**src/rtl/counter_seq_ctrl.sv**
```systemverilog
// counter_seq_ctrl: command-driven sequencer for the up/down counter datapath.
// One command per valid/ready handshake; either SEEKs the count toward a target
// one step at a time, or PINGPONGs between 0 and max for a number of endpoint
// arrivals. Reports completion (done) and whether stop ended the run (aborted).
// Optional build macro COUNTER_SEQ_PRESCALE_EN: when defined, a step is taken
// only every PRESCALE cycles while running; otherwise every running cycle steps.
module counter_seq_ctrl #(
    parameter int WIDTH    = 4,
    parameter int BW       = 4,
    parameter int PRESCALE = 4
) (
    input  logic             clk,
    input  logic             rst,
    input  logic             cmd_valid,
    output logic             cmd_ready,
    input  logic             cmd_mode,
    input  logic [WIDTH-1:0] cmd_target,
    input  logic [BW-1:0]    cmd_bounces,
    input  logic             stop,
    output logic             direction,
    output logic [WIDTH-1:0] count,
    output logic             busy,
    output logic             done,
    output logic             aborted
);

    typedef enum logic [1:0] {
        ST_IDLE = 2'd0,
        ST_RUN  = 2'd1,
        ST_DONE = 2'd2
    } state_t;

    localparam logic [WIDTH-1:0] COUNT_MAX = '1;
    localparam logic [BW-1:0]    ARR_MAX   = '1;

    // Catch an illegal step period at elaboration rather than in the lab.
    generate
        if (PRESCALE < 1 || PRESCALE > 255) begin : g_prescale_range
            $error("counter_seq_ctrl: PRESCALE must be in 1..255");
        end
    endgenerate

    state_t           state_q, state_d;
    logic [WIDTH-1:0] count_q, count_d;
    logic             dir_q, dir_d;
    logic             mode_q, mode_d;
    logic [WIDTH-1:0] target_q, target_d;
    logic [BW-1:0]    bounces_q, bounces_d;
    logic [BW-1:0]    arrivals_q, arrivals_d;
    logic             busy_q, busy_d;
    logic             ready_q, ready_d;
    logic             done_q, done_d;
    logic             aborted_q, aborted_d;

    // Step enable: every running cycle, or once per PRESCALE cycles.
    logic             step_en;
`ifdef COUNTER_SEQ_PRESCALE_EN
    localparam logic [7:0] TICK_LAST = 8'(PRESCALE - 1);
    logic [7:0]       tick_q, tick_d;
    assign step_en = (tick_q == TICK_LAST);
`else
    assign step_en = 1'b1;
`endif

    // Candidate step, computed from the latched command and current position.
    logic             step_dir;
    logic [WIDTH-1:0] step_val;
    logic             land_end;
    logic             dir_after;
    logic [BW-1:0]    arr_after;
    logic             at_goal;
    logic             step_goal;

    // SEEK heads toward the target; PINGPONG keeps its current heading.
    assign step_dir  = mode_q ? dir_q : (count_q > target_q);
    assign step_val  = step_dir ? (count_q - 1'b1) : (count_q + 1'b1);
    // Landing on either endpoint counts as one PINGPONG arrival.
    assign land_end  = (step_val == COUNT_MAX) || (step_val == '0);
    assign dir_after = mode_q ? ((step_val == COUNT_MAX) ? 1'b1 :
                                 (step_val == '0)        ? 1'b0 : dir_q)
                              : step_dir;
    // Arrival counter saturates instead of wrapping.
    assign arr_after = (mode_q && land_end && (arrivals_q != ARR_MAX))
                       ? (arrivals_q + 1'b1) : arrivals_q;
    // Already finished before stepping: covers zero-step commands.
    assign at_goal   = mode_q ? (arrivals_q == bounces_q) : (count_q == target_q);
    // The pending step would finish the command.
    assign step_goal = mode_q ? (land_end && (arr_after == bounces_q))
                              : (step_val == target_q);

    // Next-state and registered-output decode; completion outranks stop.
    always_comb begin
        state_d    = state_q;
        count_d    = count_q;
        dir_d      = dir_q;
        mode_d     = mode_q;
        target_d   = target_q;
        bounces_d  = bounces_q;
        arrivals_d = arrivals_q;
        aborted_d  = 1'b0;
`ifdef COUNTER_SEQ_PRESCALE_EN
        tick_d     = tick_q;
`endif
        case (state_q)
            ST_IDLE: begin
                if (cmd_valid && ready_q) begin
                    state_d    = ST_RUN;
                    mode_d     = cmd_mode;
                    target_d   = cmd_target;
                    bounces_d  = cmd_bounces;
                    arrivals_d = '0;
`ifdef COUNTER_SEQ_PRESCALE_EN
                    tick_d     = 8'd0;
`endif
                    if (cmd_mode) begin
                        // PINGPONG starts upward unless already at max.
                        dir_d = (count_q == COUNT_MAX);
                    end else if (count_q != cmd_target) begin
                        dir_d = (count_q > cmd_target);
                    end
                end
            end
            ST_RUN: begin
`ifdef COUNTER_SEQ_PRESCALE_EN
                tick_d = step_en ? 8'd0 : (tick_q + 8'd1);
`endif
                if (at_goal) begin
                    state_d = ST_DONE;
                end else if (step_en && step_goal) begin
                    count_d    = step_val;
                    dir_d      = dir_after;
                    arrivals_d = arr_after;
                    state_d    = ST_DONE;
                end else if (stop) begin
                    state_d   = ST_DONE;
                    aborted_d = 1'b1;
                end else if (step_en) begin
                    count_d    = step_val;
                    dir_d      = dir_after;
                    arrivals_d = arr_after;
                end
            end
            ST_DONE: begin
                state_d = ST_IDLE;
            end
            default: begin
                state_d = ST_IDLE;
            end
        endcase
        busy_d  = (state_d == ST_RUN);
        ready_d = (state_d == ST_IDLE);
        done_d  = (state_d == ST_DONE);
    end

    // State and registered outputs; rst low clears everything at once.
    always_ff @(posedge clk or negedge rst) begin
        if (!rst) begin
            state_q    <= ST_IDLE;
            count_q    <= '0;
            dir_q      <= 1'b0;
            mode_q     <= 1'b0;
            target_q   <= '0;
            bounces_q  <= '0;
            arrivals_q <= '0;
            busy_q     <= 1'b0;
            ready_q    <= 1'b1;
            done_q     <= 1'b0;
            aborted_q  <= 1'b0;
`ifdef COUNTER_SEQ_PRESCALE_EN
            tick_q     <= 8'd0;
`endif
        end else begin
            state_q    <= state_d;
            count_q    <= count_d;
            dir_q      <= dir_d;
            mode_q     <= mode_d;
            target_q   <= target_d;
            bounces_q  <= bounces_d;
            arrivals_q <= arrivals_d;
            busy_q     <= busy_d;
            ready_q    <= ready_d;
            done_q     <= done_d;
            aborted_q  <= aborted_d;
`ifdef COUNTER_SEQ_PRESCALE_EN
            tick_q     <= tick_d;
`endif
        end
    end

    assign cmd_ready = ready_q;
    assign direction = dir_q;
    assign count     = count_q;
    assign busy      = busy_q;
    assign done      = done_q;
    assign aborted   = aborted_q;

endmodule

```
**config.mk**
```make
export PLATFORM = sky130hd
export DESIGN_NAME = counter_seq_ctrl
export DESIGN_NICKNAME = d
export VERILOG_FILES = /design/src/rtl/counter_seq_ctrl.sv
export SDC_FILE = /design/constraint.sdc
export NUM_CORES = 1
export LEC_CHECK = 0
export CELL_PAD_IN_SITES_DETAIL_PLACEMENT = 0
export CELL_PAD_IN_SITES_GLOBAL_PLACEMENT = 1
export CORE_ASPECT_RATIO = 0.6
export CORE_MARGIN = 2
export CORE_UTILIZATION = 35
export CTS_CLUSTER_DIAMETER = 50
export DETAILED_ROUTE_END_ITERATION = 8
export PLACE_DENSITY_LB_ADDON = 0.3
export RECOVER_POWER = 100
export SLEW_MARGIN = 25
export SYNTH_ARGS = -nofsm -noshare
export SYNTH_HDL_FRONTEND = slang
export SYNTH_SLANG_ARGS = --single-unit
export TNS_END_PERCENT = 20
```
**constraint.sdc**
```tcl
create_clock -name clk -period 5.53 [get_ports clk]
set_input_delay 0.8295 -clock clk [delete_from_list [all_inputs] [get_ports clk]]
set_output_delay 0.8295 -clock clk [all_outputs]
set_load 0.01 [all_outputs]
```
== Word-level counts from Yosys, hierarchy flattened ==
Index checks and enable logic that the tools add are counted.
Operators by class
  add/subtract/negate cells: 3
  order comparisons: 2
  equal/unequal tests: 16
  mux-type cells: 31
  bitwise operators: 1
  reduce and logical (&&, ||, !) cells: 13
Operators by type and width (count)
  2-to-1 mux 4 bit: 8
  == test 4 bit: 4
  2-to-1 mux 1 bit: 16
  adder 4 x 1 -> 4 bit (second input constant): 2
  == test 4 bit (second input constant): 2
  greater-than comparator 4 bit: 2
  2-to-1 mux 2 bit: 4
  case mux 4 bit (2 select lines): 1
  != test 3 bit (second input constant): 2
  AND reduction 5 bit: 1
  == test 2 x 1 -> 1 bit (second input constant): 2
  logical AND 1 bit: 4
  logical NOT 2 bit: 2
  logical NOT 4 bit: 1
  != test 2 bit (second input constant): 2
  != test 4 bit: 1
  != test 4 bit (second input constant): 1
  case mux 2 bit (2 select lines): 1
  AND reduction 4 bit: 1
  subtractor 4 x 1 -> 4 bit (second input constant): 1
  AND reduction 3 bit: 1
  == test 2 bit (second input constant): 1
  != test 2 x 1 -> 1 bit (second input constant): 1
  case mux 1 bit (2 select lines): 1
  other kinds (4): 4
Word-level totals
  flip-flop bits (word level): 24
  bits of input ports: 13
  output and inout port bits: 9
  logic and storage cells: 77

== Longest topological paths before layout ==
Gate-level depths: netlist of the first run.
  depth after elaboration: 15
  mapped depth: 16
  depth with buffers taken out: 16

== Least setup slack after synthesis of the first run ==
No wires, ideal clock.
  path type: reg2reg
  from: reg count_q[0], in the netlist count[0]
  to: reg count_q[1], in the netlist count[1]
  data arrival time: 4046 ps
  path slack: 1359 ps
  stages on the path, launching flop included: 17
  cell sequence: dfrtp_1 -> inv_1 -> ha_1 -> nand2_1 -> o31ai_2 -> a21oi_4 -> ha_1 -> nand3_1 -> nand2_1 -> xnor2_1 -> xnor2_4 -> mux2i_1 -> mux2i_1 -> o2111ai_2 -> o311ai_4 -> nand2_4 -> mux2_4
Between the ends
  word-level cells in the longest chain between the ends: 13
  elaborated cells between the ends (all ways): 22
  those cells by class: add/sub: 2; order compare: 1; eq/ne: 5; mux: 7; bitwise: 1; reduce/logical: 6
Ends and longest elaborated chain
  start: declaration: RTL line 44  | logic [WIDTH-1:0] count_q, count_d;
  start signal: assignment: RTL line 174  | count_q <= count_d;
  greater-than comparator 4 bit: RTL line 75  | assign step_dir = mode_q ? dir_q : (count_q > target_q);
  2-to-1 mux 1 bit: RTL line 75
  2-to-1 mux 4 bit (*): RTL line 76  | assign step_val = step_dir ? (count_q - 1'b1) : (count_q + 1'b1);
  named net step_val[0]: RTL line 67  | logic [WIDTH-1:0] step_val;
  == test 4 bit or logical NOT 4 bit (tied branches): RTL line 78  | assign land_end = (step_val == COUNT_MAX) || (step_val == '0);
  logical OR 1 bit: RTL line 78
  logical AND 1 bit (2 in series): RTL line 83  | assign arr_after = (mode_q && land_end && (arrivals_q != ARR_MAX))
  2-to-1 mux 4 bit: RTL line 84  | ? (arrivals_q + 1'b1) : arrivals_q;
  == test 4 bit: RTL line 88  | assign step_goal = mode_q ? (land_end && (arr_after == bounces_q))
  logical AND 1 bit: RTL line 88
  2-to-1 mux 1 bit (*): RTL line 88
  != test 2 x 1 -> 1 bit (no line)
  AND reduction 3 bit (no line)
Mark *: on every way through the listed nets, which the timed path passes. The rest lies on a longest branch. The select of a mux whose other input is x is not followed.
A chain may end at the register's enable or synchronous reset.

== Worst setup path after layout of the first run ==
Ends and elaborated chain as after synthesis.

==> reports/metrics.csv, run 1 <==
stage;metric;value;unit
routing;routed_wl;4130;um
grt;antenna_found_initial;0;
worst_setup_path;cp.buffers_inverters;1;
placement;dp_hpwl;3110;um
timing;hold_viol;0;
floorplan;die-height;59.1;um
routing;drt_iter0_drc;102;
logic_synthesis;synth_ff_type;dfrtp_1;
timing;slew-limit-headroom;-0.125;
placement;globalplace.congestion;0.841;
cells_and_area;multi_input_area;1080;um^2
routing;drcViolationCount;0;
timing;fin_skew;0.00272;ns
clock_tree;root_buffer;clkbuf_8;
worst_setup_path;required;5.69;ns
power;leakage;0.000892;uW
worst_setup_path;crit_path_max_fanout;7;
timing;fmax;205;MHz
logic_synthesis;syn_nets;210;
floorplan;rows;19;
grt;overflow;0;
floorplan;core_area;4710;um^2
cells_and_area;ff_latch_area;602;um^2
run;maxCapViolations;1;
cells_and_area;drive_gt1_frac;0.0833;
power;power.density;719;nW/um^2
routing;wl_met3;265;um
logic_synthesis;yosysUniqueCellTypes;42;
worst_setup_path;critPathMaxStageDelay;0.60;ns
floorplan;pin_count;22;
timing;setup_viol;0;
logic_synthesis;synth-warning-count;0;
logic_synthesis;yosysMostFrequentCell;dfrtp_1;
clock_tree;cts-buffers-inserted;3;
floorplan;die_x;95.8;um
logic_synthesis;netlist_area;1770;um^2
clock_tree;clock_latency;0.27;ns
routing;vias;1390;
cells_and_area;antennaDiodeCount;0;
timing;finalSetupTns;0;ns
logic_synthesis;synthTopCellsByArea;dfrtp_1 (33%), ha_1 (9.9%), mux2i_1 (4.5%), xnor2_1 (4.5%), mux2_2 (3.8%);
routing;drtAntennaViolNets;0;
routing;wl_per_cell;15.5;um
clock_tree;cts_resized;0;
placement;port_buffers;21;
grt;grt_pass1_vias;1403;
routing;drt-met1-wl;2160;um
cells_and_area;syn2layout_area_growth;17.9;%
timing;worstMarginPinSlew;1.67;ns
logic_synthesis;synth-edff-count;0;
logic_synthesis;syn_inst;182;
cells_and_area;nFillCells;465;
worst_setup_path;critPathLaunchType;register;
worst_setup_path;critical_path_arrival;5.04;ns
grt;grt_pass1_wl;7110;um
cells_and_area;nets;233;
grt;grt_max_degree;20;
logic_synthesis;synth_top_area_frac;0.325;
grt;grt_usage;0.165;
routing;wl_met2;1690;um
routing;dr.pass1.iters;4;
worst_setup_path;path_class;reg -> reg;
routing;top_layer;met4;
timing;finalMaxSlewViolations;14;
floorplan;die-area;5660;um^2
power;total_power;1500;uW
logic_synthesis;yosys.area.top_type;dfrtp_1;
worst_setup_path;path_delay_family;compound AO/OA/AOI/OAI gates;
logic_synthesis;ys_ff_latch;24;
clock_tree;htreeDepth;1;
logic_synthesis;yosysSeqAreaShare;0.340;
worst_setup_path;cp-end-kind;register;
timing;period_share;0.882;
routing;via_per_inst;5.21;
clock_tree;holdBufCountCts;0;
worst_setup_path;crit_chain;inv_1 > ha_1 > nand2_1 > o31ai_2 > a21oi_4 > ha_1 > a21oi_1 > nand2_1 > xnor2_1 > xnor2_1 > mux2i_1 > mux2i_1 > o2111ai_1 > o311ai_4 > nand2_4 > mux2_1;
cells_and_area;instances_no_fill;267;
clock_tree;clock_path_buffers;2;
outcome;status;finished, violations left;
clock_tree;post-cts-setup-buffers;0;
clock_tree;clock-sinks;24;
min_path;hold_path_class;reg -> reg;
floorplan;initial_core_util;0.376;
outcome;violations;capacitance limit, slew limit;
timing;rsz0062_at_grt;no;
clock_tree;cts_tree;built;
logic_synthesis;syn_area_per_cell;9.72;um^2
timing;min_period;4.88;ns
logic_synthesis;netlist_top_cells_count;dfrtp_1 (23), nand2_1 (17), ha_1 (14);
placement;place_inst;263;
clock_tree;clkTransAtPathRegs;0.09;ns
worst_setup_path;cp_slowest_cell;xnor2_1;
power;ir_worst_vdd;0.000209;V
logic_synthesis;ys_async_sr_fraction;1.00;
## state kept, by name (all words and copies together) (netlist names)
| signal | flops |
|---|---|
| arrivals_q | 4 |
| bounces_q | 4 |
| count | 4 |
| target_q | 4 |
| state_q | 2 |
| aborted | 1 |
| busy | 1 |
| cmd_ready | 1 |
| direction | 1 |
| done | 1 |
| mode_q | 1 |
## power breakdown
part / total [uW] / internal [uW] / switching (uW)
sequential: 348 / 251 / 96.7
clock: 159 / 96.8 / 62.3
combinational: 993 / 451 / 543
## layout by cell type (no fill, tap or decap), types with 2 or more instances in the layout
master,instances
mux2i_1,8
nand3_1,6
o2bb2ai_1,2
nor2b_1,8
a2bb2oi_1,2
nand2_1,17
dlygate4sd3_1,11
xor2_1,4
clkbuf_1,2
xnor2_1,10
o21ai_0,9
nand2b_1,4
a21oi_1,6
mux2_2,6
mux2_1,3
nand4_1,5
clkdlybuf4s50_1,10
nor4_1,2
clkbuf_8,3
and4_1,2
nor3_1,5
dfrtp_1,23
inv_1,10
nor2_1,11
a31oi_1,2
a21o_1,2
ha_1,14
## worst register-to-register path, cell delays in order, from the launching register on
cell and delay [ns]:
dfrtp_1 0.54, inv_1 0.17, ha_1 0.33, nand2_1 0.08, o31ai_2 0.26, a21oi_4 0.09, ha_1 0.30, a21oi_1 0.13
nand2_1 0.09, xnor2_1 0.14, xnor2_1 0.60, mux2i_1 0.58, mux2i_1 0.25, o2111ai_1 0.20, o311ai_4 0.51, nand2_4 0.15
mux2_1 0.34
## path summary, 6_finish.rpt
kind,startpoint,to,slack (ns),depth (start not counted)
worst max-delay path,count[0]$_DFFE_PN0P_,count[1]$_DFFE_PN0P_,0.65,16
worst min-delay path,bounces_q[0]$_DFFE_PN0P_,bounces_q[0]$_DFFE_PN0P_,0.54,1
worst max register to register,count[0]$_DFFE_PN0P_,count[1]$_DFFE_PN0P_,0.65,16
worst min register to register,bounces_q[0]$_DFFE_PN0P_,bounces_q[0]$_DFFE_PN0P_,0.54,1
max in group asynchronous,rst,done$_DFF_PN0_,3.39,2
min in group asynchronous,rst,bounces_q[0]$_DFFE_PN0P_,0.85,1
## cells by family after synthesis
logic type / share of synthesized area
mux: 0.107
flops: 0.340
simple gates: 0.185
xor+xnor: 0.0799
buf+inv: 0.0318
fa+ha+maj: 0.110
compound gates: 0.146
## metal layers
metal / GRT usage / vias up
met2: 0.242 / 39
li1: - / 692
met4: 0.0286 / 0
met5: 0 / -
met1: 0.245 / 657
met3: 0.0471 / 2
## stage by stage
step	utilization	hold WS, ns	cell area [um^2]	setup WS, ns
2_1_floorplan	-	0.485	1770	1.36
3_3_place_gp	0.438	0.516	2060	1.04
3_5_place_dp	0.438	0.515	2060	0.943
4_1_cts	0.453	0.540	2130	0.907
5_1_grt	0.443	0.565	2090	0.358
6_report	0.443	0.544	2090	0.650
## cell type report
class / instances / area share
clock buffers: 3 / 0.0198
inverters: 10 / 0.0180
well taps: 63 / 0.0378
multi-input cells: 143 / 0.517
repair buffers: 23 / 0.104
flip-flops and latches: 24 / 0.289
clock inverters: 1 / 0.0144
Note: power is estimated with default switching activity, not from simulation.
==> run 2: changes to the inputs <==
Settings changed: ABC_AREA set to 1, SLEW_MARGIN 25 to 20.
==> run 2 against run 1 <==
The flow now finishes without violations. Die area is 2.9% lower. Flip-flop and latch count stayed put. Area after synthesis is 3.0% lower. Global-route usage is 0.54 points lower. Combinational power is 13% lower. Clock skew is 0.0059 ns higher. Synthesized cell count is 23% higher. Core utilization is 0.61 points lower. Sequential power is 2% lower. Via count is 1.9% higher. Cell count is 16% higher. Clock-buffer cell count stayed put. Critical path type unchanged. Critical endpoint is now arrivals_q[1]$_DFFE_PN0P_. Highest routed layer unchanged.
==> reports/metrics.csv, run 2 <==
stage;metric;value;unit;change
worst_setup_path;path_class;reg -> reg;;unchanged
clock_tree;clkTransAtPathRegs;0.10;ns;was 0.09 ns
timing;finalMaxSlewViolations;0;;was 14
grt;grt_max_degree;25;;was 20
cells_and_area;syn2layout_area_growth;18.1;%;was 17.9%
placement;dp_hpwl;3260;um;was 3110 um
worst_setup_path;critPathMaxStageDelay;0.48;ns;was 0.60 ns
worst_setup_path;path_delay_family;simple AND/OR/NAND/NOR gates;;was compound AO/OA/AOI/OAI gates
routing;drt_iter0_drc;134;;was 102
cells_and_area;nets;275;;was 233
run;maxCapViolations;0;;was 1
worst_setup_path;cp.buffers_inverters;4;;was 1
logic_synthesis;netlist_area;1720;um^2;was 1770 um^2
timing;period_share;0.773;;was 0.882
logic_synthesis;ys_async_sr_fraction;1.00;;unchanged
worst_setup_path;critPathLaunchType;register;;unchanged
logic_synthesis;yosys.area.top_type;dfrtp_1;;unchanged
logic_synthesis;synth_ff_type;dfrtp_1;;unchanged
cells_and_area;antennaDiodeCount;0;;unchanged
logic_synthesis;syn_nets;251;;was 210
floorplan;die-area;5500;um^2;was 5660 um^2
clock_tree;cts_resized;0;;unchanged
timing;rsz0062_at_grt;no;;unchanged
grt;grt_pass1_vias;1225;;was 1403
worst_setup_path;critical_path_arrival;4.46;ns;was 5.04 ns
floorplan;die_x;94.4;um;was 95.8 um
power;ir_worst_vdd;0.000255;V;was 0.000209 V
clock_tree;cts-buffers-inserted;3;;unchanged
logic_synthesis;synth_top_area_frac;0.336;;was 0.325
clock_tree;htreeDepth;1;;unchanged
timing;fmax;234;MHz;was 205 MHz
routing;dr.pass1.iters;4;;unchanged
grt;grt_usage;0.159;;was 0.165
worst_setup_path;cpMostUsedCell;nand2_1;;
timing;finalSetupTns;0;ns;unchanged
logic_synthesis;synth-edff-count;0;;unchanged
floorplan;die-height;58.2;um;was 59.1 um
timing;min_period;4.27;ns;was 4.88 ns
clock_tree;clock_path_buffers;2;;unchanged
placement;place_area;1990;um^2;was 2060 um^2
routing;wl_per_cell;13.0;um;was 15.5 um
clock_tree;clock-sinks;24;;unchanged
logic_synthesis;yosysUniqueCellTypes;28;;was 42
floorplan;core_area;4640;um^2;was 4710 um^2
logic_synthesis;syn_inst;223;;was 182
worst_setup_path;cp_slowest_cell;dfrtp_1;;was xnor2_1
clock_tree;post-cts-setup-buffers;0;;unchanged
logic_synthesis;ys_ff_latch;24;;unchanged
cells_and_area;fin_area;2030;um^2;was 2090 um^2
worst_setup_path;crit_path_max_fanout;9;;was 7
worst_setup_path;r2r_slack;1.26;ns;was 0.65 ns
clock_tree;clock_latency;0.27;ns;about the same
worst_setup_path;crit_chain;inv_1 > ha_1 > nand3_1 > nor2_1 > inv_1 > nand3_1 > inv_1 > fa_1 > xor2_1 > inv_1 > nor2_1 > nand2_4 > nand2_1 > nand3_1 > nand2_1 > nand3_1 > nand2_1 > nor2_1 > nand2_1 > nand3_1 > nand2_1 > nand2_1 > o21ai_0;;was inv_1 > ha_1 > nand2_1 > o31ai_2 > a21oi_4 > ha_1 > a21oi_1 > nand2_1 > xnor2_1 > xnor2_1 > mux2i_1 > mux2i_1 > o2111ai_1 > o311ai_4 > nand2_4 > mux2_1
grt;antenna_found_initial;0;;unchanged
routing;drcViolationCount;0;;unchanged
logic_synthesis;netlist_top_cells_count;nand2_1 (46), inv_1 (36), dfrtp_1 (23);;was dfrtp_1 (23), nand2_1 (17), ha_1 (14)
routing;via_per_inst;4.59;;was 5.21
logic_synthesis;syn_area_per_cell;7.69;um^2;was 9.72 um^2
power;leakage;0.00102;uW;was 0.000892 uW
logic_synthesis;yosysMostFrequentCell;nand2_1;;was dfrtp_1
power;power.density;675;nW/um^2;was 719 nW/um^2
routing;drtAntennaViolNets;0;;unchanged
grt;overflow;0;;unchanged
floorplan;pin_count;22;;unchanged
placement;globalplace.congestion;0.841;;about the same
placement;port_buffers;21;;unchanged
logic_synthesis;synthTopCellsByArea;dfrtp_1 (34%), ha_1 (10%), nand2_1 (10%), inv_1 (7.9%), nand3_1 (4.4%);;was dfrtp_1 (33%), ha_1 (9.9%), mux2i_1 (4.5%), xnor2_1 (4.5%), mux2_2 (3.8%)
routing;routed_wl;4010;um;was 4130 um
cells_and_area;final_common_cell;nand2_1;;was dfrtp_1
logic_synthesis;yosysSeqAreaShare;0.351;;was 0.340
worst_setup_path;cp-end-kind;register;;unchanged
cells_and_area;final_cell_mix;nand2_1 (49), inv_1 (36), dfrtp_1 (23), nor2_1 (19), nand3_1 (17);;was dfrtp_1 (23), nand2_1 (17), ha_1 (14), nor2_1 (11), dlygate4sd3_1 (11)
worst_setup_path;required;5.71;ns;was 5.69 ns
clock_tree;root_buffer;clkbuf_8;;unchanged
floorplan;rows;19;;unchanged
timing;hold_viol;0;;unchanged
floorplan;initial_core_util;0.370;;was 0.376
clock_tree;cts_tree;built;;unchanged
timing;worstMarginPinSlew;1.33;ns;was 1.67 ns
cells_and_area;nFillCells;486;;was 465
logic_synthesis;synth-warning-count;0;;unchanged
routing;vias;1417;;was 1390
timing;setup_viol;0;;unchanged
outcome;status;finished, final reports clean;;was finished, violations left
timing;slew-limit-headroom;0.113;;was -0.125
cells_and_area;drive_gt1_frac;0.0691;;was 0.0833
clock_tree;holdBufCountCts;0;;unchanged
min_path;hold_path_class;reg -> reg;;unchanged
timing;fin_skew;0.00865;ns;was 0.00272 ns
grt;grt_pass1_wl;6580;um;was 7110 um
## run 2: power by group
part	switching, uW	internal, uW
logic	545	322
registers	88.3	253
clock network	61.6	96.9
## run 2: final timing paths
kind,start,end,cells past startpoint
min in group asynchronous,rst,target_q[2]$_DFFE_PN0P_,2
worst max register to register,count[0]$_DFFE_PN0P_,arrivals_q[1]$_DFFE_PN0P_,23
worst min-delay path,target_q[3]$_DFFE_PN0P_,target_q[3]$_DFFE_PN0P_,2
worst max-delay path,count[0]$_DFFE_PN0P_,arrivals_q[1]$_DFFE_PN0P_,23
max in group asynchronous,rst,aborted$_DFF_PN0_,2
worst min register to register,target_q[3]$_DFFE_PN0P_,target_q[3]$_DFFE_PN0P_,2
## run 2: cell type report
cell class | count | area [um^2] | area share
clock inverters | 1 | 30.0 | 0.0148
repair buffers | 22 | 214 | 0.106
flip-flops and latches | 24 | 602 | 0.297
multi-input cells | 158 | 917 | 0.453
inverters | 38 | 143 | 0.0704
clock buffers | 3 | 41.3 | 0.0204
well taps | 63 | 78.8 | 0.0389
## run 2: cells by family after synthesis
group	after synthesis	share of synthesized area
flip-flops	24	0.351
AO/OA/AOI/OAI	30	0.0948
AND/OR/NAND/NOR	104	0.298
adder cells (fa/ha/maj)	15	0.114
multiplexers	2	0.0131
buffers and inverters	41	0.0941
XOR/XNOR	7	0.0357
## run 2: worst min-delay path, cell delays in order, from the launching register on
cell and delay [ns]:
dfrtp_1 0.35, nand2_1 0.05, o21ai_0 0.07
## run 2: metrics by stage
stage	power (uW)	hold slack (ns)	setup slack, ns	cells	utilization
floorplan	1010	0.453	2.23	223	-
global placement	1250	0.471	1.82	305	0.430
detailed placement	1250	0.485	1.77	305	0.430
CTS	1420	0.509	1.75	309	0.445
global route	1530	0.551	0.656	309	0.437
finish	1370	0.503	1.26	309	0.437
## run 2: metal layers
metal	up-vias	wire, um	GRT usage
met5	-	0	0
met4	0	10	0.0186
met3	2	165	0.0364
met2	31	1300	0.171
met1	615	2530	0.295
li1	769	-	-
